===== src/rtl/conf_int_mac_accum_seq.sv =====
// rtl/conf_int_mac_accum_seq.sv - operand sequencer and accumulator around a combinational integer MAC
// Optional saturation enabled by defining CONF_INT_MAC_ACCUM_SEQ_SAT_EN.
module conf_int_mac_accum_seq #(
   parameter int OP_BITWIDTH        = 16,
   parameter int DATA_PATH_BITWIDTH = 16,
   parameter int LEN_BITWIDTH       = 8
) (
   input  logic                            clk,
   input  logic                            rst,
   input  logic                            start,
   input  logic [LEN_BITWIDTH-1:0]         len,
   input  logic                            in_valid,
   output logic                            in_ready,
   input  logic [DATA_PATH_BITWIDTH-1:0]   in_a,
   input  logic [DATA_PATH_BITWIDTH-1:0]   in_b,
   output logic [DATA_PATH_BITWIDTH-1:0]   mac_a,
   output logic [DATA_PATH_BITWIDTH-1:0]   mac_b,
   output logic [2*DATA_PATH_BITWIDTH-1:0] mac_c_in,
   input  logic [2*DATA_PATH_BITWIDTH-1:0] mac_d,
   output logic                            out_valid,
   input  logic                            out_ready,
   output logic [2*DATA_PATH_BITWIDTH-1:0] out_d,
   output logic                            busy,
   output logic                            sat
);

   localparam int DW = DATA_PATH_BITWIDTH;
   localparam int AW = 2 * DATA_PATH_BITWIDTH;

   function automatic logic [DW-1:0] op_mask();
      logic [DW-1:0] m;
      for (int i = 0; i < DW; i++) begin
         m[i] = (i < OP_BITWIDTH);
      end
      return m;
   endfunction

   localparam logic [DW-1:0] OP_MASK = op_mask();

   typedef enum logic [1:0] {
      IDLE  = 2'd0,
      ACCUM = 2'd1,
      DONE  = 2'd2
   } state_t;

   state_t                  state;
   logic [AW-1:0]           acc;
   logic [AW-1:0]           acc_next;
   logic [LEN_BITWIDTH-1:0] cnt;
   logic                    sat_q;
   logic                    sat_next;

   assign mac_a    = in_a & OP_MASK;
   assign mac_b    = in_b & OP_MASK;
   assign mac_c_in = acc;
   assign out_d    = acc;

   assign in_ready  = (state == ACCUM);
   assign out_valid = (state == DONE);
   assign busy      = (state != IDLE);

`ifdef CONF_INT_MAC_ACCUM_SEQ_SAT_EN
   // A sum smaller than the running total means the MAC wrapped; clamp and stick.
   always_comb begin
      acc_next = mac_d;
      sat_next = sat_q;
      if (sat_q || (mac_d < acc)) begin
         acc_next = '1;
         sat_next = 1'b1;
      end
   end
`else
   always_comb begin
      acc_next = mac_d;
      sat_next = 1'b0;
   end
`endif

   assign sat = sat_q;

   always_ff @(posedge clk or posedge rst) begin
      if (rst) begin
         state <= IDLE;
         acc   <= '0;
         cnt   <= '0;
         sat_q <= 1'b0;
      end else begin
         case (state)
            IDLE: begin
               if (start) begin
                  acc   <= '0;
                  sat_q <= 1'b0;
                  cnt   <= len;
                  state <= (len == '0) ? DONE : ACCUM;
               end
            end
            ACCUM: begin
               if (in_valid) begin
                  acc   <= acc_next;
                  sat_q <= sat_next;
                  cnt   <= cnt - 1'b1;
                  if (cnt == LEN_BITWIDTH'(1)) begin
                     state <= DONE;
                  end
               end
            end
            DONE: begin
               if (out_ready) begin
                  state <= IDLE;
               end
            end
            default: state <= IDLE;
         endcase
      end
   end

endmodule


===== config.mk =====
export PLATFORM = sky130hd
export DESIGN_NAME = conf_int_mac_accum_seq
export DESIGN_NICKNAME = d
export VERILOG_FILES = /design/src/rtl/conf_int_mac_accum_seq.sv
export SDC_FILE = /design/constraint.sdc
export NUM_CORES = 1
export LEC_CHECK = 0
export BUFFER_PORTS_ARGS = -buffer_cell sky130_fd_sc_hd__buf_2
export CAP_MARGIN = 20
export CORE_UTILIZATION = 43
export CTS_CLUSTER_DIAMETER = 200
export DETAILED_ROUTE_END_ITERATION = 8
export HOLD_SLACK_MARGIN = 0.05
export PLACE_DENSITY_LB_ADDON = 0.2
export SYNTH_ARGS = -nofsm -noshare
export SYNTH_HDL_FRONTEND = slang
export SYNTH_SLANG_ARGS = --single-unit

===== constraint.sdc =====
create_clock -name clk -period 3.26 [get_ports clk]
set_clock_uncertainty 0.05 [all_clocks]
set_input_delay 0.326 -clock clk [delete_from_list [all_inputs] [get_ports clk]]
set_output_delay 0.326 -clock clk [all_outputs]
set_load 0.05 [all_outputs]

== Yosys cells after proc, flatten, opt, wreduce, memory -nomap -nowiden ==
Cells that the tools add are included.
Cells by class
  reduce and logical (&&, ||, !) cells: 6
  equality and inequality tests: 7
  add/sub/neg operators: 1
  multiplexer cells: 15
Operator list (number)
  2-to-1 mux 32 bit: 2
  one-hot mux 32 bit (2 select lines): 1
  2-to-1 mux 8 bit: 2
  one-hot mux 8 bit (2 select lines): 1
  2-to-1 mux 2 bit: 5
  == test 8 x 1 -> 1 bit (second input constant): 1
  zero test 8 bit: 1
  subtractor 8 x 1 -> 8 bit (second input constant): 1
  one-hot mux 2 bit (3 select lines): 1
  != test 2 x 1 -> 1 bit (second input constant): 2
  != test 2 bit (second input constant): 2
  AND reduction 4 bit: 1
  nonzero test 2 bit: 2
  AND reduction 3 bit: 1
  == test 2 x 1 -> 1 bit (second input constant): 1
  == test 2 bit (second input constant): 1
  zero test 2 bit: 1
  2-to-1 mux 1 bit: 2
  one-hot mux 1 bit (2 select lines): 1
Word-level totals
  input port bits: 77
  bits in registers: 43
  word-level logic and storage cells: 33
  output and inout port bits: 100

== Longest topological paths before layout ==
  depth after elaboration: 4
  gate-level depth with buffers: 8
  mapped depth without buffers: 6

== Worst setup path before layout ==
OpenSTA, ideal clock, no wires.
  kind: register to register
  start: register cnt[0]
  end: register cnt[6]
  stages on the path, launching flop included: 7
  buffers on the path: 0
  data arrival time: 1.650 ns
  period minus slack after synthesis: 1.839 ns
  library setup time: 0.139 ns
  data required time: 3.071 ns
  slack: 1.421 ns
  path through: dfrtp_1 > inv_1 > ha_1 > or3b_1 > or3_1 > o32ai_1 > a2bb2oi_1
On the way
  word-level cells in the longest chain between the ends: 3
Ends and longest elaborated chain
  start, declared: RTL line 49  | logic [LEN_BITWIDTH-1:0] cnt;
  start signal, assigned: RTL line 93  | cnt <= len;
  start signal, assigned: RTL line 101  | cnt <= cnt - 1'b1;
  subtractor 8 x 1 -> 8 bit: RTL line 101
  2-to-1 mux 8 bit: RTL line 98  | if (in_valid) begin
  one-hot mux 8 bit (2 select lines): RTL line 88  | case (state)
No other way between the ends. The select of a mux whose other input is x is not followed.
A chain may end at the register's enable or synchronous reset.

== Worst setup path in the final report ==
  start: register state[0]
  end: register acc[13] (netlist: mac_c_in[13])
On the way
  word-level cells in the longest chain between the ends: 3
  elaborated cells on any way between the ends: 7
  those cells by class: eq/ne: 3; mux: 1; reduce/logical: 3
Ends and longest elaborated chain
  start, declared: RTL line 46  | state_t state;
  start signal, assigned: RTL line 94  | state <= (len == '0) ? DONE : ACCUM;
  == test 2 x 1 -> 1 bit / zero test 2 bit (equally long branches): RTL line 88
  != test 2 bit (no line) / nonzero test 2 bit (equally long branches)
  AND reduction 3 bit (no line)
  end signal, assigned: RTL line 99  | acc <= acc_next;
  end, declared: RTL line 47  | logic [AW-1:0] acc;
Parallel ways exist; a longest one is shown, timed or not.

==> qor.yml <==
sta:
  min_period_over_period: 0.678
  hold_viol: 0
  slew_violations: 0
  period_minus_slack_ns: 2.21
  worst_slew_pin_slew_ns: 0.790
  max_freq_mhz: 453
  fin_tns_setup_ns: 0
  slew_headroom: 0.473
  setup_viol: 0
  grt_setup_unrepaired: "false"
synth:
  synthAdderAreaFrac: 0.0109
  synth_compound_area_frac: 0.199
  ys_types: 39
  yosysTopAreaCellShare: 0.456
  syn_nets: 292
  synth.avg_cell_area_sq_um: 10.8
  synth_top_family_by_area: "buffers and inverters"
  syn_inst: 213
  synth_top_cell_by_area: "dfrtp_1"
  synth_warnings: 0
  synthTopCellsByArea: "dfrtp_1 46%, buf_4 21%, a22o_1 12%"
  synth_seq_cells: 42
  ys_seq_area_frac: 0.456
  synth_xor_area_frac: 0
  synth-main-ff-cell: "dfrtp_1"
  async_flop_share: 1.00
  synth-simple-area-share: 0.0733
  synth_enable_flop_cells: 0
  synth_area_sq_mm: 0.00230
  synthMuxAreaShare: 0.0109
drt:
  vias: 1668
  wl_microns: 4640
  drc: 0
  ant_nets: 0
  viasPerCell: 5.09
  drt_iter0_drc: 99
  wl_per_cell_microns: 14.1
  dr.pass1.iters: 4
critical_path:
  rr_startpoint: "state[0]"
  crit_end: "mac_c_in[13]"
  cp-startpoint: "state[0]"
  start_kind: "flip-flop"
  crit_required_ns: 3.43
  reg2reg_slack_ns: 1.05
  crit_arrival_ns: 2.38
  crit_fanout: 19
  r2r-end: "mac_c_in[13]"
  end_kind: "flip-flop"
  criticalPathCategory: "flip-flop to flip-flop"
  worstRegToRegCells: 5
cells_and_area:
  area_growth_pct: 9.01
  fin_nets: 336
  final_common_cell: "buf_2"
  diodes: 0
  layout_common_cells: "111 x buf_2, 42 x dfrtp_1, 32 x a22o_1, 9 x a21oi_1, 6 x clkbuf_8"
  drive_gt1_frac: 0.500
cts:
  h-tree-depth: 2
  cts_resized: 0
  post-cts-setup-buffer-count: 0
  root_buffer: "clkbuf_8"
  cts_hold_buf: 0
  cts_buffer_depth: 2
  cts_tree: "done"
  cts.sinks: 42
  clkLatencyLatePin_ns: 0.28
  clk_pin_slew_ns: 0.08
  numCtsBuffers: 5
global_routing:
  grt_pass1_vias: 1419
  grt_pass1_wl_microns: 6870
  grt_start_max_net_pins: 43
  overflow: 0
  antenna_found_initial: 0
  grtUsageTotal: 0.166
floorplan:
  die_x_microns: 75.2
  core_area_sq_mm: 0.00514
  die-area_sq_mm: 0.00566
  die_h_microns: 75.2
  ioPinCount: 177
  rows: 26
  start_util: 0.448
status:
  status: "finished clean"
placement:
  io_buffer_count: 111
  dp_hpwl_microns: 3320
  gp_congestion: 0.815
worst_hold_path:
  hp-class: "input pin to async pin"
job:
  drv_cap: 0
[area by class of cell]
cell class                 instances  area, sq um
multi-input combinational         89          682
sequential                        42         1050
fill                             526         2630
clock inverter                     2         12.5
clock buffer                       6         82.6
inverter                           5         18.8
timing repair buffer             114          578
tap                               70         87.6
[worst min path at each step]
| stage | from | endpoint | slack (ns) |
|---|---|---|---|
| finish | rst | mac_c_in[1] | 0.09 |
| global route | rst | mac_c_in[25] | 0.14 |
| CTS | rst | mac_c_in[1] | 0.12 |
| detailed placement | rst | mac_c_in[1] | 0.44 |
| global placement | rst | mac_c_in[29] | 0.43 |
| floorplan | mac_d[0] | mac_c_in[0] | 0.41 |
[stage by stage]
stage	area (sq um)	instances	setup slack [ns]	util	hold slack, ns
after floorplan	2300	213	1.42	-	0.409
after global placement	2420	320	1.12	0.470	0.432
after detailed placement	2420	320	1.03	0.470	0.438
after CTS	2510	328	1.03	0.489	0.116
after global routing	2510	328	0.833	0.489	0.135
final	2510	328	1.05	0.489	0.0943
[per-layer routing]
metal	up-vias	global-route usage	share of wire
met4	0	0.0638	0.015
met3	6	0.0576	0.074
met2	94	0.269	0.47
li1	775	-	-
met1	793	0.205	0.44
met5	-	0	0
[flip-flops by register name (all words and copies together), names as in the netlist]
name	flops
cnt	8
state	2
mac_c_in	32
[Yosys cell counts, drive strengths merged, types with 2 or more instances]
master   count
buf         71
dfrtp       42
a22o        32
a21oi       10
clkbuf       6
inv          5
a2bb2oi      4
nand2        3
nand2b       3
nor4         3
o21ai        3
ha           2
nor2         2
nor2b        2
nor3         2
o21a         2
o22ai        2
o32ai        2
or3          2
[kinds of logic after synthesis]
| family | Yosys count |
|---|---|
| compound gates | 59 |
| simple gates | 25 |
| other cells | 1 |
| mux | 2 |
| buf+inv | 82 |
| fa+ha+maj | 2 |
| flops | 42 |
[critical path, cell delays in order (launching register included)]
cell and delay, ns:
dfrtp_1 0.68, nand2b_1 0.30, inv_2 0.15, and2_1 0.47, buf_4 0.34, a22o_1 0.15
Power is left out: the tool's default activity adds up to more than one toggle a clock period on the data nets, which glitch-free logic cannot reach.
